File: src/rtl/conv_engine_cu.sv
// ---------------------------------------------------------------------------
// conv_engine_cu: control FSM sequencing filter/image MACs and output writes.
// Optional stall counter via CONV_ENGINE_CU_STALL_CNT_EN.  Rev 1.0
// ---------------------------------------------------------------------------
`default_nettype none

module conv_engine_cu #(
  parameter int IMG_SIZE     = 16,
  parameter int FILTER_NUM   = 4,
  parameter int FILTER_WORDS = 4
) (
  input  logic        clk,
  input  logic        rst,
  input  logic        start,
  input  logic        out_ready,
  output logic [7:0]  filter_rd_adr,
  output logic [7:0]  img_rd_adr,
  output logic        acc_clr,
  output logic        mac_en,
  output logic        out_wr_en,
  output logic [7:0]  out_adr,
  output logic        busy,
  output logic        done
`ifdef CONV_ENGINE_CU_STALL_CNT_EN
  ,
  output logic [15:0] stall_cnt
`endif
);

  localparam int         CHUNKS      = IMG_SIZE * IMG_SIZE / FILTER_WORDS;
  localparam logic [7:0] LAST_CHUNK  = 8'(CHUNKS - 1);
  localparam logic [7:0] LAST_FILTER = 8'(FILTER_NUM - 1);
  localparam logic [7:0] LAST_WORD   = 8'(FILTER_WORDS - 1);
  localparam logic [7:0] FW8         = 8'(FILTER_WORDS);
  localparam logic [7:0] FN8         = 8'(FILTER_NUM);

  typedef enum logic [2:0] {
    S_IDLE  = 3'd0,
    S_INIT  = 3'd1,
    S_MAC   = 3'd2,
    S_DRAIN = 3'd3,
    S_WRITE = 3'd4,
    S_NEXT  = 3'd5,
    S_DONE  = 3'd6
  } state_e;

  state_e     state_q, state_d;
  logic [7:0] cntr_img_q, cntr_img_d;
  logic [7:0] cntr_filter_q, cntr_filter_d;
  logic [7:0] cntr_word_q, cntr_word_d;
  logic       mac_en_q, acc_clr_q;

  always_ff @(posedge clk or negedge rst) begin
    if (!rst) begin
      state_q       <= S_IDLE;
      cntr_img_q    <= 8'd0;
      cntr_filter_q <= 8'd0;
      cntr_word_q   <= 8'd0;
      mac_en_q      <= 1'b0;
      acc_clr_q     <= 1'b0;
    end else begin
      state_q       <= state_d;
      cntr_img_q    <= cntr_img_d;
      cntr_filter_q <= cntr_filter_d;
      cntr_word_q   <= cntr_word_d;
      // Buffer read data arrives one cycle after the address, so the MAC strobes lag by one.
      mac_en_q      <= (state_q == S_MAC);
      acc_clr_q     <= (state_q == S_MAC) && (cntr_word_q == 8'd0);
    end
  end

  always_comb begin
    state_d       = state_q;
    cntr_img_d    = cntr_img_q;
    cntr_filter_d = cntr_filter_q;
    cntr_word_d   = cntr_word_q;
    filter_rd_adr = 8'd0;
    img_rd_adr    = 8'd0;
    out_wr_en     = 1'b0;
    out_adr       = 8'd0;
    done          = 1'b0;

    case (state_q)
      S_IDLE: begin
        if (start) state_d = S_INIT;
      end
      S_INIT: begin
        cntr_img_d    = 8'd0;
        cntr_filter_d = 8'd0;
        cntr_word_d   = 8'd0;
        state_d       = S_MAC;
      end
      S_MAC: begin
        filter_rd_adr = cntr_filter_q * FW8 + cntr_word_q;
        img_rd_adr    = cntr_img_q * FW8 + cntr_word_q;
        cntr_word_d   = cntr_word_q + 8'd1;
        if (cntr_word_q == LAST_WORD) state_d = S_DRAIN;
      end
      S_DRAIN: begin
        cntr_word_d = 8'd0;
        state_d     = S_WRITE;
      end
      S_WRITE: begin
        out_adr   = cntr_img_q * FN8 + cntr_filter_q;
        out_wr_en = out_ready;
        if (out_ready) state_d = S_NEXT;
      end
      S_NEXT: begin
        if (cntr_filter_q < LAST_FILTER) begin
          cntr_filter_d = cntr_filter_q + 8'd1;
          state_d       = S_MAC;
        end else begin
          cntr_filter_d = 8'd0;
          if (cntr_img_q == LAST_CHUNK) begin
            state_d = S_DONE;
          end else begin
            cntr_img_d = cntr_img_q + 8'd1;
            state_d    = S_MAC;
          end
        end
      end
      S_DONE: begin
        done       = 1'b1;
        cntr_img_d = 8'd0;
        state_d    = S_IDLE;
      end
      default: state_d = S_IDLE;
    endcase
  end

  assign busy    = (state_q != S_IDLE);
  assign mac_en  = mac_en_q;
  assign acc_clr = acc_clr_q;

`ifdef CONV_ENGINE_CU_STALL_CNT_EN
  logic [15:0] stall_cnt_q, stall_cnt_d;

  // Value survives DONE so software can read it after the pass.
  always_comb begin
    stall_cnt_d = stall_cnt_q;
    if (state_q == S_INIT) begin
      stall_cnt_d = 16'd0;
    end else if ((state_q == S_WRITE) && !out_ready && (stall_cnt_q != 16'hFFFF)) begin
      stall_cnt_d = stall_cnt_q + 16'd1;
    end
  end

  always_ff @(posedge clk or negedge rst) begin
    if (!rst) stall_cnt_q <= 16'd0;
    else      stall_cnt_q <= stall_cnt_d;
  end

  assign stall_cnt = stall_cnt_q;
`endif

endmodule

`default_nettype wire

File: config.mk
export PLATFORM = sky130hd
export DESIGN_NAME = conv_engine_cu
export DESIGN_NICKNAME = d
export VERILOG_FILES = /design/src/rtl/conv_engine_cu.sv
export SDC_FILE = /design/constraint.sdc
export NUM_CORES = 1
export LEC_CHECK = 0
export CORE_ASPECT_RATIO = 0.8
export CORE_MARGIN = 4
export CORE_UTILIZATION = 35
export DETAILED_ROUTE_END_ITERATION = 12
export DONT_BUFFER_PORTS = 1
export GPL_TIMING_DRIVEN = 0
export SETUP_SLACK_MARGIN = 0.15
export SLEW_MARGIN = 30
export SYNTH_ARGS = -nofsm -noshare
export SYNTH_HDL_FRONTEND = slang
export SYNTH_SLANG_ARGS = --single-unit
File: constraint.sdc
create_clock -name clk -period 1.95 [get_ports clk]
set_input_delay 0.2925 -clock clk [delete_from_list [all_inputs] [get_ports clk]]
set_output_delay 0.2925 -clock clk [all_outputs]
set_load 0.005 [all_outputs]
==> summary.txt <==
Status
  – Outcome: finished, violations left
  – Failing checks: negative setup slack

Route
  – Final ANT Viol Nets: 0
  – DR iter-0 viols: 98
  – Post-DR vias/cell: 5.381
  – DR pass1 iterations: 4
  – DR vias: 2034
  – Post-route DRC: 0
  – DR WL/cell: 17.39 um
  – Drt total wl: 6.574 mm

Timing
  – Worst Clk Skew: 9.677 ps
  – Setup_tns: -753.8 ps
  – Fmax achieved: 0.4778 GHz
  – Worst slew pin tran: 895.2 ps
  – Final number of max-transition violations: 0
  – PnR worst setup slack: -142.8 ps
  – Period utilization: 107.3%
  – Worst slew margin: 39.69%
  – RSZ-0062 raised after global routing: true
  – Final setup violation count: 10
  – Hold Fails Final Rpt: 0
  – Final period demand of the worst path: 2093 ps

Place
  – GP Congestion: 0.8046
  – Dpl ws: -342.6 ps
  – Cell count after placement: 328
  – Port bufs: 0
  – Final HPWL DP: 4.055 mm

Floorplan
  – Core ar.: 5912 um2
  – Die Ht: 77.77 um
  – Initial core utilization: 36.02%
  – Floorplan die area: 7404 um2
  – Rows: 25
  – Die Wd: 95.21 um
  – Io pins: 33

GRT
  – Vias in the first global route: 1951
  – Largest net degree at the start of global routing: 30
  – Initial antenna violation count: 0
  – Grt ovf: 0
  – First-pass GRT wire length: 10.08 mm
  – GRT Total Usage: 17.70%

Logic synthesis
  – Yosys warns: 0
  – Cell area after synthesis: 2130 um2
  – Mapped Nets: 273
  – Seq cells post-synth: 29
  – Syn avg cell area: 8.622 um2
  – Post-synth cell types: 37
  – Sequential fraction of the synthesis area: 34.08%
  – Post-Syn Instances: 247

Layout
  – Final Util: 53.35%
  – Layout cells sized above 1: 45.12%
  – Area grow syn2layout: 48.12%
  – # diodes: 0
  – Layout filler cell count: 512
  – Layout Cells excl Fill: 378
  – Nets@finish: 322

Worst setup path
  – Required @ worst endpoint: 1660 ps
  – CP arrival: 1800 ps
  – CP cell instances: ha_4, inv_2, fa_2, inv_1, a21o_1, a21oi_2, xor2_1, nor2_1
  – Worst-path fanout max: 3
  – CP endpoint kind: primary output
  – Critical Path Start Type: flop
  – R2R cell count: 8
  – WS Path Type: reg -> out
  – CP peak stage delay: 430 ps
  – Cell with the largest stage delay on the worst path: dfrtp_2

Clock tree
  – CTS buffer count: 5
  – Worst-path clk slew: 60 ps
  – Clk sinks: 29
  – Worst-Skew Late Latency: 290 ps
  – CTS tree: done
  – H-tree depth: 2
  – Clock buffer depth: 2
  – CTS root buffer: clkbuf_8

Power
  – Pleak: 1.364 nW
  – Worst vdd rail ir drop: 0.6491 mV
  – PD cells: 894.0 nW/um2

Run
  – Max Cap Viol: 0

Hold path
  – Hold Crit Class: in -> reg
  – WHS Path Cells: 2
## registers in the layout, summed over array words and instances, names as in the netlist
register / flops
state_q: 3
cntr_filter_q: 8
mac_en: 1
cntr_word_q: 8
acc_clr: 1
cntr_img_q: 8
## synthesized netlist by cell type (all sizes together)
cell type | count | area, um2
buf | 5 | 42.53
nand4 | 4 | 25.02
o211ai | 2 | 15.01
o41ai | 1 | 8.760
nand3 | 7 | 35.03
a22o | 1 | 8.760
nor4 | 1 | 6.260
or4 | 8 | 63.81
ha | 19 | 237.7
and2 | 9 | 58.81
inv | 17 | 63.81
a21o | 6 | 45.04
dfrtp | 29 | 725.7
xor2 | 6 | 52.55
a211oi | 6 | 45.04
clkbuf | 6 | 22.52
mux2i | 1 | 10.01
nand2 | 17 | 63.81
or3 | 1 | 6.260
nand2b | 1 | 13.76
o21bai | 3 | 22.52
nor2 | 26 | 97.59
nor3 | 4 | 20.02
o31ai | 5 | 37.54
o21ai | 24 | 120.1
fa | 3 | 60.06
and3 | 9 | 56.30
nor2b | 2 | 12.51
a21oi | 13 | 65.06
nand3b | 3 | 22.52
xnor2 | 6 | 52.55
a31oi | 2 | 12.51
## final timing paths
path / startpoint / end / slack (ps)
min in group asynchronous: rst / state_q[2]$_DFFE_PN0P_ / 450
max in group asynchronous: rst / cntr_filter_q[3]$_DFFE_PN0P_ / 1310
setup reg to reg: cntr_img_q[1]$_DFFE_PN0P_ / cntr_img_q[4]$_DFFE_PN0P_ / 0
hold / removal: out_ready / state_q[0]$_DFFE_PN0P_ / 170
setup / recovery: cntr_word_q[2]$_DFFE_PN0P_ / filter_rd_adr[6] / -140
hold reg to reg: cntr_word_q[0]$_DFFE_PN0P_ / cntr_word_q[0]$_DFFE_PN0P_ / 560
## power by group
group	internal [W]	switching, W	total (W)
Sequential	0.000695	0.0000872	0.000782
Clock	0.000253	0.000230	0.000483
Combinational	0.000714	0.000841	0.00156
## through the flow
stage / cell area [um2] / hold WS [ps] / power, W
floorplan: 2130 / -3.091 / 0.001378
global placement: 2231 / -1.676 / 0.001598
detailed placement: 2231 / -1.827 / 0.001610
finish: 3154 / 167.1 / 0.002820
CTS: 2882 / 161.5 / 0.002551
global route: 3154 / 191.7 / 0.003007
## cell usage in the layout, fill, tap and decap left out, drive strengths merged, types with 2 or more instances in the layout
| cell | count |
|---|---|
| a211oi | 6 |
| a21o | 6 |
| a21oi | 13 |
| a31oi | 2 |
| and2 | 9 |
| and3 | 9 |
| buf | 49 |
| clkbuf | 11 |
| dfrtp | 29 |
| fa | 3 |
| ha | 19 |
| inv | 17 |
| nand2 | 17 |
| nand3 | 7 |
| nand3b | 3 |
| nand4 | 4 |
| nor2 | 26 |
| nor2b | 2 |
| nor3 | 4 |
| o211ai | 2 |
| o21ai | 24 |
| o21bai | 3 |
| o31ai | 5 |
| or4 | 8 |
| xnor2 | 6 |
| xor2 | 6 |
## critical path, delay by kind of cell, from the launching register on
family | cells | cell delay, ps
adders and majority gates | 2 | 510
DFF | 1 | 430
AOI/OAI and AO/OA | 2 | 180
xor gates and xnor gates | 1 | 160
and+or+nand+nor | 1 | 130
buffers and inverters | 2 | 110
## cell type report
type	count	area [um2]	share of cell area [%]
multi-input combinational	190	1647	52.20
sequential	29	740.7	23.48
timing repair buffer	42	379.1	12.02
buffer	11	135.1	4.284
tap	81	101.3	3.213
clock buffer	8	80.08	2.539
inverter	17	71.32	2.261
## logic make-up after synthesis
logic type | count (synthesis) | share of synthesized area, %
XOR/XNOR | 12 | 4.935
buffers and inverters | 28 | 6.051
multiplexers | 1 | 0.4701
adder cells (fa/ha/maj) | 22 | 13.98
flip-flops | 29 | 34.08
AO/OA/AOI/OAI | 63 | 17.86
AND/OR/NAND/NOR | 92 | 22.62
## metal layers
metal	track usage, %	up-vias	share of wire, %
li1	-	982	-
met1	26.07	975	48
met2	26.00	69	44
met3	3.973	8	7.3
met4	4.323	0	1.2
met5	0	-	0
## what timing repair did
| item | in CTS | in global routing |
|---|---|---|
| setup buffers | 27 | 10 |
| hold buffers | 2 | 0 |
| pin swaps | 48 | 22 |
| gates resized for setup | 84 | 51 |
| endpoints found under the setup margin | 37 | 29 |
| cloned | 2 | 1 |
| endpoints found under the hold margin | 29 | 0 |
Power figures use the tool's default switching activity.
